## config.mk

```make
export PLATFORM = sky130hd
export DESIGN_NAME = mem_port_arbiter
export DESIGN_NICKNAME = d
export VERILOG_FILES = /design/src/rtl/mem_port_arbiter.sv
export SDC_FILE = /design/constraint.sdc
export NUM_CORES = 1
export LEC_CHECK = 0
export ABC_AREA = 1
export ABC_CLOCK_PERIOD_IN_PS = 5000
export BUFFER_PORTS_ARGS = -buffer_cell sky130_fd_sc_hd__buf_2
export CAP_MARGIN = 10
export CORE_UTILIZATION = 47
export CTS_CLUSTER_DIAMETER = 30
export DETAILED_ROUTE_END_ITERATION = 7
export PLACE_DENSITY = 0.8
export SLEW_MARGIN = 10
export SYNTH_ARGS = -nofsm -noshare
export SYNTH_HDL_FRONTEND = slang
export SYNTH_SLANG_ARGS = --single-unit
```

## constraint.sdc

```tcl
create_clock -name Clock -period 5 [get_ports Clock]
set_input_delay 0.75 -clock Clock [delete_from_list [all_inputs] [get_ports Clock]]
set_output_delay 0.75 -clock Clock [all_outputs]
set_load 0.02 [all_outputs]
```

## src/rtl/mem_port_arbiter.sv

```systemverilog
// rtl/mem_port_arbiter.sv - IF/MEM arbiter for a shared single-ported fixed-latency memory
module mem_port_arbiter #(
    parameter int ADDR_W     = 32,
    parameter int DATA_W     = 32,
    parameter int MEM_LAT    = 2,
    parameter int STARVE_MAX = 4
) (
    input  logic              Clock,
    input  logic              Reset,
    input  logic              IReq,
    input  logic [ADDR_W-1:0] IAddr,
    output logic [DATA_W-1:0] IRdata,
    output logic              IValid,
    output logic              IStall,
    input  logic              DReq,
    input  logic              DWrite,
    input  logic [ADDR_W-1:0] DAddr,
    input  logic [DATA_W-1:0] DWdata,
    output logic [DATA_W-1:0] DRdata,
    output logic              DValid,
    output logic              DStall,
    output logic              MemEn,
    output logic              MemWe,
    output logic [ADDR_W-1:0] MemAddr,
    output logic [DATA_W-1:0] MemWdata,
    input  logic [DATA_W-1:0] MemRdata
);

    localparam int LAT_W    = $clog2(MEM_LAT + 1);
    localparam int STARVE_W = $clog2(STARVE_MAX + 1);

    typedef enum logic [1:0] {
        IDLE   = 2'd0,
        WAIT_I = 2'd1,
        WAIT_D = 2'd2
    } arbState_e;

    arbState_e           state;
    logic [LAT_W-1:0]    latCnt;
    logic [STARVE_W-1:0] starveCnt;
    logic                curWrite;
    logic                grantI;
    logic                grantD;
    logic                starved;

    // Fetch is forced once data has won STARVE_MAX times in a row while fetch waited
    assign starved = IReq && (starveCnt == STARVE_W'(STARVE_MAX));

    // Pick the winner for an access launched from IDLE; data normally has priority
    always_comb begin
        grantI = 1'b0;
        grantD = 1'b0;
        if (state == IDLE) begin
            if (DReq && !starved) begin
                grantD = 1'b1;
            end else if (IReq) begin
                grantI = 1'b1;
            end
        end
    end

    // Stalls follow the requests combinationally and are forced low while in reset
    always_comb begin
        IStall = IReq && !IValid && !Reset;
        DStall = DReq && !DValid && !Reset;
    end

    // Access sequencer: launch, count out the memory latency, capture and signal completion
    always_ff @(posedge Clock or posedge Reset) begin
        if (Reset) begin
            state    <= IDLE;
            latCnt   <= '0;
            curWrite <= 1'b0;
            MemEn    <= 1'b0;
            MemWe    <= 1'b0;
            MemAddr  <= '0;
            MemWdata <= '0;
            IRdata   <= '0;
            DRdata   <= '0;
            IValid   <= 1'b0;
            DValid   <= 1'b0;
        end else begin
            IValid <= 1'b0;
            DValid <= 1'b0;
            case (state)
                IDLE: begin
                    MemEn <= 1'b0;
                    MemWe <= 1'b0;
                    if (grantD) begin
                        state    <= WAIT_D;
                        MemEn    <= 1'b1;
                        MemWe    <= DWrite;
                        MemAddr  <= DAddr;
                        MemWdata <= DWdata;
                        curWrite <= DWrite;
                        latCnt   <= LAT_W'(MEM_LAT);
                    end else if (grantI) begin
                        state    <= WAIT_I;
                        MemEn    <= 1'b1;
                        MemWe    <= 1'b0;
                        MemAddr  <= IAddr;
                        curWrite <= 1'b0;
                        latCnt   <= LAT_W'(MEM_LAT);
                    end
                end
                WAIT_I, WAIT_D: begin
                    MemEn <= 1'b0;
                    MemWe <= 1'b0;
                    // The strobe cycle itself is latency cycle zero, so counting starts after it
                    if (!MemEn) begin
                        if (latCnt == LAT_W'(1)) begin
                            state  <= IDLE;
                            latCnt <= '0;
                            if (state == WAIT_I) begin
                                IRdata <= MemRdata;
                                IValid <= 1'b1;
                            end else begin
                                if (!curWrite) begin
                                    DRdata <= MemRdata;
                                end
                                DValid <= 1'b1;
                            end
                        end else begin
                            latCnt <= latCnt - LAT_W'(1);
                        end
                    end
                end
                default: begin
                    state <= IDLE;
                    MemEn <= 1'b0;
                    MemWe <= 1'b0;
                end
            endcase
        end
    end

    // Starvation counter: counts data grants made over a waiting fetch, saturating
    always_ff @(posedge Clock or posedge Reset) begin
        if (Reset) begin
            starveCnt <= '0;
        end else if (!IReq || grantI) begin
            starveCnt <= '0;
        end else if (grantD && (starveCnt != STARVE_W'(STARVE_MAX))) begin
            starveCnt <= starveCnt + STARVE_W'(1);
        end
    end

endmodule

```

Word level (Yosys, flattened, before mapping) --
Index checks and enable logic that the tools add are counted. W data, S select, Z words.
Storage, ports and cells: bits in registers 140, input port bits 133, output and inout bits 134
Operators by class: add/subtract/negate cells 2, equal/unequal tests 8, mux-type cells 34, bitwise logic cells 3, reduce and logical (&&, ||, !) cells 24
Operators with widths (number):
- $mux W32 | 2
- $mux W1 | 20
- $mux W2 | 8
- $pmux W2 S2 | 2
- $logic_and A1 B1 Y1 | 7
- $mux W3 | 2
- $ne A3 B3 Y1 const B | 2
- $reduce_and A3 Y1 | 2
- $reduce_bool A2 Y1 | 3
- $logic_not A1 Y1 | 5
- $reduce_and A5 Y1 | 1
- $eq A2 B1 Y1 const B | 2
- $ne A2 B2 Y1 const B | 2
- $reduce_and A2 Y1 | 2
- $reduce_and A4 Y1 | 1
- $add A3 B1 Y3 const B | 1
- $eq A3 B3 Y1 const B | 1
- $not A1 Y1 | 3
- $eq A2 B2 Y1 const B | 1
- $logic_not A2 Y1 | 1
- $reduce_or A2 Y1 | 1
- $sub A2 B1 Y2 const B | 1
- $logic_or A1 B1 Y1 | 1

Depth between registers and ports, before layout --
Gate-level depths: netlist (run 1).
depth after elaboration 9, gate-level depth with buffers 9

Least setup slack after synthesis (run 1) --
No wires, ideal clock.
path kind input -> output, from in Reset, to out DStall, data arrival time 4167 ps, setup slack 83 ps, cell stages on the path 3, path through inv_1 > nand2_1 > nor2_1
On the way: longest elaborated chain between the ends 2
Ends and longest elaborated chain:
- from (decl) | RTL line 9 | input logic Reset,
- $logic_not A1 Y1 (no line)
- $logic_and A1 B1 Y1 | RTL line 65 | DStall = DReq && !DValid && !Reset;
- to (decl) | RTL line 21 | output logic DStall,
No other way between the ends.

Worst setup path after layout (run 1) --
Ends and elaborated chain as after synthesis.

==> metrics.md, run 1 <==
| Metric | Value |
|---|---|
| Post-route minimum period | 2510 ps |
| Number of cells on the critical path | 5 |
| H-tree depth | 4 |
| Worst Path Arrival | 1760 ps |
| Flops & latches, synth | 140 |
| Pwr dens | 678.0 mW/mm² |
| Reg-to-reg endpoint | MemAddr[20] |
| Placed cell area | 0.007239 mm² |
| Syn Nets | 825 |
| Worst-margin pin slew | 842.3 ps |
| Layout net count | 1082 |
| Post-synthesis sequential area ratio | 60.23% |
| Clock Path Buffers | 2 |
| Drt via density | 4.606 |
| Drt drc | 0 |
| Yosys top cell area share | 60.23% |
| HP Class | in2async |
| Setup WS post-layout | 2490 ps |
| Slowest-stage cell, CP | inv_6 |
| TritonRoute pass-1 iters | 4 |
| DRT Wirelength | 14.40 mm |
| Outcome | finished clean |
| Fraction of registers with async set/reset | 100.0% |
| Worst path cell trace | buf_2 -> inv_6 -> nand2_1 -> nor2_1 -> buf_2 |
| Post-cts sizing count | 0 |
| Wire per inst | 12.81 µm |
| Post-route ant nets | 0 |
| CP endpoint kind | output port |
| Max_cap viols | 0 |
| Die area | 0.01283 mm² |
| Pin count of the biggest net entering global routing | 75 |
| Area Growth Syn to Fin | 37.43% |
| Initial DRC count | 268 |
| Metal2 WL | 7.106 mm |
| Crit-path max FO | 73 |
| LEAKAGE | 4.610 nW |
| Setup slack after placement | 2463 ps |
| Post-synth EDFFs | 0 |
| Antenna Cells | 0 |
| Worst Setup Start Kind | input pin |
| Vias in the first global route | 4837 |
| Ranking of synthesized cells by area | dfrtp_1 (60%), nand2_1 (17%), o21ai_0 (5.9%) |
| Synth Instances | 686 |
| Crit path buffers/inverters | 3 |
| CTS Hold Buffers Added | 0 |
| Chip height | 113.3 µm |
| Layout cell share with drive strength beyond 1 | 32.53% |
| DP HPWL | 9.994 mm |
| Fill count | 1031 |
| Hold slack | 435.5 ps |
| DR vias | 5177 |
| Count of cell types in the netlist | 24 |
| Met3 routed WL | 691 µm |
| Register clock-pin slew on the reported worst setup and hold paths | 60 ps |
| Max-slew violation count | 0 |
| Final Hold Viols | 0 |
| Worst-Skew Late Latency | 410 ps |
| Worst Clk Skew | 5.277 ps |
| R2R Setup Slk | 2810 ps |
| Chip width | 113.3 µm |
| Peak Freq | 398.4 MHz |
| Core Area | 0.01206 mm² |
| CP top delay family | buffers and inverters |
| Total track usage | 23.08% |
| Gr ovfl total | 0 |
| Final period util | 50.21% |
| CTS buffer count | 17 |
| Util after Layout | 66.28% |
| Max layer used | met4 |
| Area leader, netlist | dfrtp_1 |
| Worst stage delay on the critical path | 440 ps |
| Final setup TNS | 0 ps |
| Number of setup buffers added after CTS | 0 |
| CTS tree | yes |
| Row cnt | 40 |
| # clock sinks | 140 |
| Main flop type after synthesis | dfrtp_1 |
| Worst rel slew slack | 43.85% |
| Gpl congestion | 0.7899 |
| Ports | 267 |
| RR Startpoint | state[0] |
| Root Buffer | clkbuf_16 |
| Post-synthesis cell area | 0.005817 mm² |
| Met1 Routed Length | 6.077 mm |
| Initial core utilization | 48.23% |
| Final setup violation count | 0 |
| Worst VDD drop | 0.0004242 V |
| Unrepaired setup endpoints after global routing | no |
| Cell area after layout | 0.007994 mm² |
| Setup CP Type | in2out |
| Syn. warnings | 0 |
| CP Data Required Time | 4250 ps |
| Reg2Reg Depth | 7 |
| Global-route wire length before repair | 22.96 mm |
| Crit-path most repeated cell | buf_2 |
| Mapped Avg Cell Area | 8.479 µm² |
| Initial antenna violation count | 0 |
| Port buffer count | 266 |
[cells in the mapped netlist, types with 2 or more instances]
cell and n:
nor2_1 37, nand2_1 271, o21ai_1 32, nand3_1 4
o21ai_0 69, nand4_1 2, a21oi_1 2, inv_2 2
buf_2 19, ha_1 6, nand3_2 2, inv_1 78
dfrtp_1 140, clkbuf_1 12
[sequential cells by signal (all words and copies together), names as in the netlist]
register and cells:
curWrite 1, state 2, MemWe 1, DRdata 32, starveCnt 3, latCnt 2, MemAddr 32, DValid 1
MemWdata 32, IValid 1, IRdata 32, MemEn 1
[cells in the final DEF, fill, tap and decap left out, types with 2 or more instances in the layout]
cell type  instances
bufinv_16          7
ha_1               6
nand3_2            2
buf_2            266
nand4_1            2
o21ai_0           69
nand3_1            3
inv_2              2
clkbuf_8           3
a21oi_1            2
buf_4              3
clkinv_2           2
o21ai_1           32
nor2_1            37
inv_1             77
dfrtp_1          140
nand2_1          271
clkbuf_16         17
[worst max-delay path by stage]
stage | from | endpoint | slack [ps]
3_3_place_gp | Reset | DStall | 2470
5_1_grt | Reset | DStall | 2360
6_report | Reset | DStall | 2490
4_1_cts | Reset | DStall | 2470
3_5_place_dp | Reset | DStall | 2460
2_1_floorplan | Reset | DStall | 80
[cells by family after synthesis]
kind of cell	Yosys count	synth area share, %
compound gates	106	9.249
xor+xnor	1	0.1506
simple gates	320	21.19
buf+inv	113	7.894
fa+ha+maj	6	1.291
flops	140	60.23
[routing by layer]
layer / track usage [%] / vias to the layer above
li1: - / 2620
met1: 26.78 / 2343
met2: 39.39 / 173
met3: 5.410 / 41
met4: 13.07 / 0
met5: 0 / -
[metrics by stage]
| step | total power, mW | std cells |
|---|---|---|
| 2_1_floorplan | 3.217 | 686 |
| 3_3_place_gp | 3.893 | 1090 |
| 3_5_place_dp | 3.957 | 1090 |
| 4_1_cts | 5.460 | 1122 |
| 5_1_grt | 5.761 | 1124 |
| 6_report | 5.420 | 1124 |
[worst register-to-register path, cell delays in order (launching register included)]
cell and delay [ps]:
dfrtp_1 380, inv_1 80, ha_1 330, nand3_4 330
buf_4 630, nand2_1 170, nand2_1 100, o21ai_1 60
[where the power goes]
group          switching [mW]  total (mW)  internal (mW)
clock                   0.456        1.48           1.02
combinational            1.40        2.07          0.668
sequential              0.252        1.87           1.62
total                    2.11        5.42           3.31
[cell type report]
class	instances	area (µm²)	area share [%]
Timing Repair Buffer	271	1401	17.53
Clock buffer	21	470.5	5.885
Sequential cell	140	3503	43.83
Inverter	80	305.3	3.819
Clock inverter	11	236.5	2.958
Multi-Input combinational cell	433	1867	23.35
Tap cell	168	210.2	2.630
Power figures use the tool's default switching activity.
==> run 2: changes to the inputs <==
--- a/config.mk
+++ b/config.mk
@@ -5,8 +5,8 @@
 export SDC_FILE = /design/constraint.sdc
 export NUM_CORES = 1
 export LEC_CHECK = 0
-export ABC_AREA = 1
-export ABC_CLOCK_PERIOD_IN_PS = 5000
+export ABC_AREA = 0
+export ABC_CLOCK_PERIOD_IN_PS = 2400
 export BUFFER_PORTS_ARGS = -buffer_cell sky130_fd_sc_hd__buf_2
 export CAP_MARGIN = 10
 export CORE_UTILIZATION = 47
==> constraint.sdc (replaced) <==
create_clock -name Clock -period 2.4 [get_ports Clock]
set_input_delay 0.36 -clock Clock [delete_from_list [all_inputs] [get_ports Clock]]
set_output_delay 0.36 -clock Clock [all_outputs]
set_load 0.02 [all_outputs]
==> run 2 against run 1 <==
Clock-buffer cell count increased by 2. Sequential power rose by 110%. Clock power is 54% higher. Critical endpoint is now MemWdata[29]. Via count decreased by 19%. Largest power group unchanged. Final area decreased by 2.1%. Sequential share of layout area rose by 0.92 points. Largest cell class unchanged. Worst hold slack lost 310 ps.
==> metrics.md, run 2 <==
| Metric | Value |
|---|---|
| Syn Nets | 518 |
| Global-route wire length before repair | 21.87 mm |
| Core Area | 0.01201 mm² |
| Area leader, netlist | dfrtp_1 |
| Final setup violation count | 0 |
| Most frequent cell after synthesis | dfrtp_1 |
| Setup WS post-layout | 466.9 ps |
| Number of setup buffers added after CTS | 0 |
| Initial antenna violation count | 1 |
| Gpl congestion | 0.8058 |
| Peak Freq | 517.3 MHz |
| Wire per inst | 16.64 µm |
| Worst path cell trace | inv_1 -> ha_1 -> nand2_1 -> nor2b_4 -> buf_12 -> mux2_2 |
| Worst stage delay on the critical path | 380 ps |
| Setup CP Type | reg2reg |
| CTS buffer count | 17 |
| Worst rel slew slack | 27.71% |
| Outcome | finished clean |
| Worst Clk Skew | 6.884 ps |
| Pwr Total | 11.06 mW |
| CP top delay family | flip-flops |
| Final Hold Viols | 0 |
| Mapped Avg Cell Area | 15.33 µm² |
| Worst-margin pin slew | 1084 ps |
| LEAKAGE | 3.980 nW |
| Ranking of synthesized cells by area | dfrtp_1 (60%), mux2_2 (13%), mux2_4 (7.2%) |
| Commonest non-fill, non-tap cell in the layout | buf_2 |
| Post-route ant nets | 0 |
| Clock Path Buffers | 2 |
| Initial core utilization | 48.39% |
| Util after Layout | 65.19% |
| Crit-path max FO | 34 |
| Row cnt | 40 |
| Register clock-pin slew on the reported worst setup and hold paths | 60 ps |
| Max-slew violation count | 0 |
| Initial DRC count | 340 |
| H-tree depth | 4 |
| Max_cap viols | 0 |
| Flops & latches, synth | 140 |
| TritonRoute pass-1 iters | 4 |
| Pwr dens | 1412 mW/mm² |
| Syn. warnings | 0 |
| Yosys top cell area share | 60.28% |
| Unrepaired setup endpoints after global routing | no |
| # clock sinks | 140 |
| R2R Setup Slk | 470 ps |
| Crit path buffers/inverters | 2 |
| Main flop type after synthesis | dfrtp_1 |
| Synth Instances | 379 |
| Post-cts sizing count | 0 |
| Worst VDD drop | 0.0006631 V |
| Post-synthesis sequential area ratio | 60.28% |
| CP endpoint kind | flop |
| Placed cell count | 781 |
| Reg2Reg Depth | 6 |
| DRT Wirelength | 13.53 mm |
| Setup slack after placement | 380.2 ps |
| Root Buffer | clkbuf_16 |
| Slowest-stage cell, CP | dfrtp_1 |
| Final period util | 80.54% |
| Drt drc | 0 |
| Post-synth EDFFs | 0 |
| DR vias | 4202 |
| Gr ovfl total | 0 |
| DP HPWL | 9.832 mm |
| Die area | 0.01281 mm² |
| Chip width | 113.2 µm |
| Vias in the first global route | 4442 |
| Fraction of registers with async set/reset | 100.0% |
| Reg-to-reg endpoint | MemWdata[29] |
| Final setup TNS | 0 ps |
| CTS Hold Buffers Added | 0 |
| Post-synthesis cell area | 0.005812 mm² |
| CTS tree | yes |
| RR Startpoint | state[0] |
| Worst Setup Start Kind | flop |
| Chip height | 113.2 µm |
| Fin cells | 813 |
| Layout net count | 792 |
| Worst Path Arrival | 2220 ps |
| Port buffer count | 266 |
| Post-route minimum period | 1933 ps |
| Drt via density | 5.169 |
| Layout cell share with drive strength beyond 1 | 65.41% |
| Post-synth top cells | dfrtp_1 (140), mux2_2 (65), o221a_2 (32), mux2_4 (28), nand2b_1 (28) |
| CP Data Required Time | 2690 ps |
| HP Class | in2async |
| Count of cell types in the netlist | 38 |
| Pin count of the biggest net entering global routing | 65 |
| Worst-Skew Late Latency | 410 ps |
| Area Growth Syn to Fin | 34.73% |
| Total track usage | 22.16% |
| Ports | 267 |
| Most frequent cells in the layout | buf_2 (266), dfrtp_1 (140), mux2_2 (65) |
run 2: changes by cell type after synthesis, sizes merged, moves of 9 or more:
cell,change
clkbuf,-9
inv,-71
mux2,+96
nand2,-267
nand2b,+29
nor2,-35
o21ai,-99
o221a,+32
run 2: cell type report:
| cell class | count | area, µm² |
|---|---|---|
| fill | 934 | 4182 |
| sequential | 140 | 3503 |
| multi-input combinational | 208 | 2138 |
| timing repair buffer | 277 | 1451 |
| clock buffer | 23 | 467.9 |
| tap | 147 | 183.9 |
| clock inverter | 8 | 45.04 |
| inverter | 9 | 37.54 |
| antenna | 1 | 2.502 |
run 2: logic make-up after synthesis:
logic type               count (synthesis)  synth area share (%)
flip-flops                             140                 60.28
AND/OR/NAND/NOR                         57                 6.330
AO/OA/AOI/OAI                           47                 8.181
buffers and inverters                   31                 3.165
multiplexers                            98                 20.75
adder cells (fa/ha/maj)                  6                 1.292
run 2: per-stage QoR:
step	hold WS (ps)	instance area, µm²
global placement	465.5	7315
floorplan	482.1	5816
global route	162.1	7830
finish	123.4	7830
CTS	134.5	7828
detailed placement	473.6	7315
run 2: per-layer routing:
metal  up-vias  track usage, %  part of all wire (%)
met3        24           6.106                   5.7
met5         -               0                     0
met1      2085           26.38                    39
met2       164           37.83                    54
met4         0           9.386                   1.6
li1       1929               -                     -
run 2: worst max path at each step:
stage / to / cells after the start / slack (ps) / from
after floorplan: DRdata[0] / 1 / 290 / Reset
after global placement: MemAddr[9] / 5 / 470 / IReq
after detailed placement: MemAddr[9] / 5 / 380 / DReq
after CTS: MemWdata[29] / 6 / 460 / state[0]
after global routing: MemWdata[29] / 6 / 320 / state[1]
final: MemWdata[29] / 6 / 470 / state[0]
run 2: power by group:
group          leakage (nW)  total (mW)  internal, mW  switching [mW]
sequential             1.69        3.95          3.41           0.538
clock                 0.252        2.28          1.36           0.922
combinational          2.04        4.83          2.19            2.64
run 2: worst min-delay path, cell delays in order:
cell and delay, ps:
buf_2 130, clkinvlp_4 80, buf_4 390
==> run 3: changes to the inputs <==
--- a/config.mk
+++ b/config.mk
@@ -6,13 +6,13 @@
 export NUM_CORES = 1
 export LEC_CHECK = 0
 export ABC_AREA = 0
-export ABC_CLOCK_PERIOD_IN_PS = 2400
+export ABC_CLOCK_PERIOD_IN_PS = 1600
 export BUFFER_PORTS_ARGS = -buffer_cell sky130_fd_sc_hd__buf_2
 export CAP_MARGIN = 10
-export CORE_UTILIZATION = 47
+export CORE_UTILIZATION = 42
 export CTS_CLUSTER_DIAMETER = 30
 export DETAILED_ROUTE_END_ITERATION = 7
-export PLACE_DENSITY = 0.8
+export PLACE_DENSITY = 0.76
 export SLEW_MARGIN = 10
 export SYNTH_ARGS = -nofsm -noshare
 export SYNTH_HDL_FRONTEND = slang
==> constraint.sdc (replaced) <==
create_clock -name Clock -period 1.6 [get_ports Clock]
set_input_delay 0.24 -clock Clock [delete_from_list [all_inputs] [get_ports Clock]]
set_output_delay 0.24 -clock Clock [all_outputs]
set_load 0.02 [all_outputs]
==> run 3 against run 2 <==
The run now ends with setup timing left. Via count is 4.3% higher. First-iteration DRC count is 67% lower. Die area up 12%. Non-clock buffer count is 36 higher. Fmax up 17%. Core utilization is 1.4 points higher. Setup slack lost 520 ps. Power up 74%. Final area grew 14%. Combinational power increased by 81%. Largest power group unchanged. Highest routed layer unchanged.
==> metrics.md, run 3 (synthesized netlist as in run 2, its figures left out) <==
| Metric | Value |
|---|---|
| Placed cell count | 830 |
| Outcome | complete, but fails checks |
| Peak Freq | 604.9 MHz |
| Initial core utilization | 43.54% |
| Fin cells | 878 |
| Vias in the first global route | 4628 |
| Final period util | 103.3% |
| CP endpoint kind | flop |
| Gpl congestion | 0.8077 |
| Worst-Skew Late Latency | 410 ps |
| Ports | 267 |
| DRT Wirelength | 15.54 mm |
| Die area | 0.01431 mm² |
| Pwr Total | 19.23 mW |
| Clock Path Buffers | 2 |
| Worst Clk Skew | 7.809 ps |
| Fill count | 968 |
| Crit-path max FO | 7 |
| Cell area after layout | 0.008894 mm² |
| Setup CP Type | reg2reg |
| Layout cell share with drive strength beyond 1 | 69.23% |
| Slowest-stage cell, CP | dfrtp_1 |
| H-tree depth | 4 |
| Initial DRC count | 112 |
| Max-slew violation count | 0 |
| Total track usage | 21.53% |
| Area Growth Syn to Fin | 53.02% |
| Post-route ant nets | 0 |
| Register clock-pin slew on the reported worst setup and hold paths | 60 ps |
| Initial antenna violation count | 0 |
| CP Data Required Time | 1900 ps |
| Drt via density | 4.993 |
| Final Hold Viols | 0 |
| Antenna Cells | 0 |
| Commonest non-fill, non-tap cell in the layout | buf_2 |
| # clock sinks | 140 |
| Wire per inst | 17.69 µm |
| Max_cap viols | 0 |
| HP Class | in2reg |
| Layout net count | 828 |
| Pwr dens | 2162 mW/mm² |
| Worst-margin pin slew | 517.3 ps |
| DR vias | 4384 |
| Gr ovfl total | 0 |
| Worst path cell trace | inv_2 -> ha_2 -> nor3b_4 -> buf_6 -> clkbuf_16 -> mux2_2 |
| Row cnt | 42 |
| Crit path buffers/inverters | 3 |
| Worst Setup Start Kind | flop |
| Violated checks | setup timing |
| LEAKAGE | 4.423 nW |
| DP HPWL | 9.906 mm |
| Placed cell area | 0.007576 mm² |
| Worst stage delay on the critical path | 400 ps |
| R2R Setup Slk | -50 ps |
| Worst Path Arrival | 1950 ps |
| Unrepaired setup endpoints after global routing | yes |
| Chip width | 119.6 µm |
| Final setup violation count | 57 |
| CTS tree | yes |
| Chip height | 119.6 µm |
| Setup WS post-layout | -53.18 ps |
| Drt drc | 0 |
| Pin count of the biggest net entering global routing | 59 |
| Global-route wire length before repair | 23.56 mm |
| TritonRoute pass-1 iters | 4 |
| Most frequent cells in the layout | buf_2 (266), dfrtp_1 (140), mux2_2 (60) |
| CP top delay family | flip-flops |
| Post-route minimum period | 1653 ps |
| CTS buffer count | 17 |
| Root Buffer | clkbuf_16 |
| Worst VDD drop | 0.001042 V |
| Port buffer count | 266 |
| Worst rel slew slack | 65.38% |
| Core Area | 0.01335 mm² |
==> run 3: changes by cell type in the layout (fill, tap and decap cells not counted), sizes merged <==
cell and change:
buf +31, inv +1, clkinvlp -2, dlygate4sd3 +1
bufinv +6, diode -1, clkbuf +4, clkinv -4
==> run 3: worst paths after layout <==
kind	start	end	cells after the start
worst min register to register	DRdata[18]	DRdata[18]	1
max in group asynchronous	Reset	MemWdata[20]	4
worst max-delay path	state[0]	DRdata[25]	6
worst min-delay path	DWdata[19]	MemWdata[19]	2
min in group asynchronous	Reset	IRdata[10]	3
worst max register to register	state[0]	DRdata[25]	6
==> run 3: power by group <==
group / switching (mW) / internal, mW / leakage [nW]
logic: 4.42 / 4.33 / 2.40
registers: 0.843 / 5.11 / 1.69
clock network: 1.46 / 3.06 / 0.332
total: 6.72 / 12.5 / 4.42
==> run 3: layout make-up <==
class / instances / area [µm²] / area share [%]
flip-flops and latches: 140 / 3503 / 39.39
multi-input cells: 208 / 2517 / 28.31
repair buffers: 313 / 1931 / 21.71
clock buffers: 23 / 478.0 / 5.374
well taps: 176 / 220.2 / 2.476
clock inverters: 9 / 206.4 / 2.321
inverters: 9 / 37.54 / 0.4221
==> run 3: what timing repair did <==
item / 4_1_cts / 5_1_grt
pin swaps: 1 / 5
hold buffers: 1 / 0
gates resized for setup: 20 / 41
endpoints found under the hold margin: 15 / 0
gates cloned: 4 / 4
setup endpoints to repair: 106 / 129
setup buffers: 7 / 1
==> run 3: stage by stage <==
stage          TNS (ps)  setup slack [ps]  hold slack (ps)  utilization (%)
6_report          -1246            -53.18            59.07            66.63
5_1_grt           -6922            -108.3            50.70            66.63
4_1_cts           -1865            -56.75            41.14            63.80
3_5_place_dp      -3273            -75.55            313.7            56.76
3_3_place_gp    -0.9512           -0.6094            298.3            56.76
2_1_floorplan    -55940            -389.1            362.1                -
==> run 3: worst register-to-register path, cell delays in order (launching register included) <==
cell and delay, ps:
dfrtp_1 400, inv_2 100, ha_2 180, nor3b_4 220, buf_6 150, clkbuf_16 150
mux2_2 330
==> run 3: routing by layer <==
| metal | global-route usage [%] | vias to the layer above | wire [µm] | share of wire (%) |
|---|---|---|---|---|
| li1 | - | 2004 | - | - |
| met1 | 24.96 | 2184 | 6170 | 40 |
| met2 | 37.10 | 179 | 8059 | 52 |
| met3 | 6.749 | 17 | 1084 | 7.0 |
| met4 | 8.203 | 0 | 221 | 1.4 |
| met5 | 0 | - | 0 | 0 |
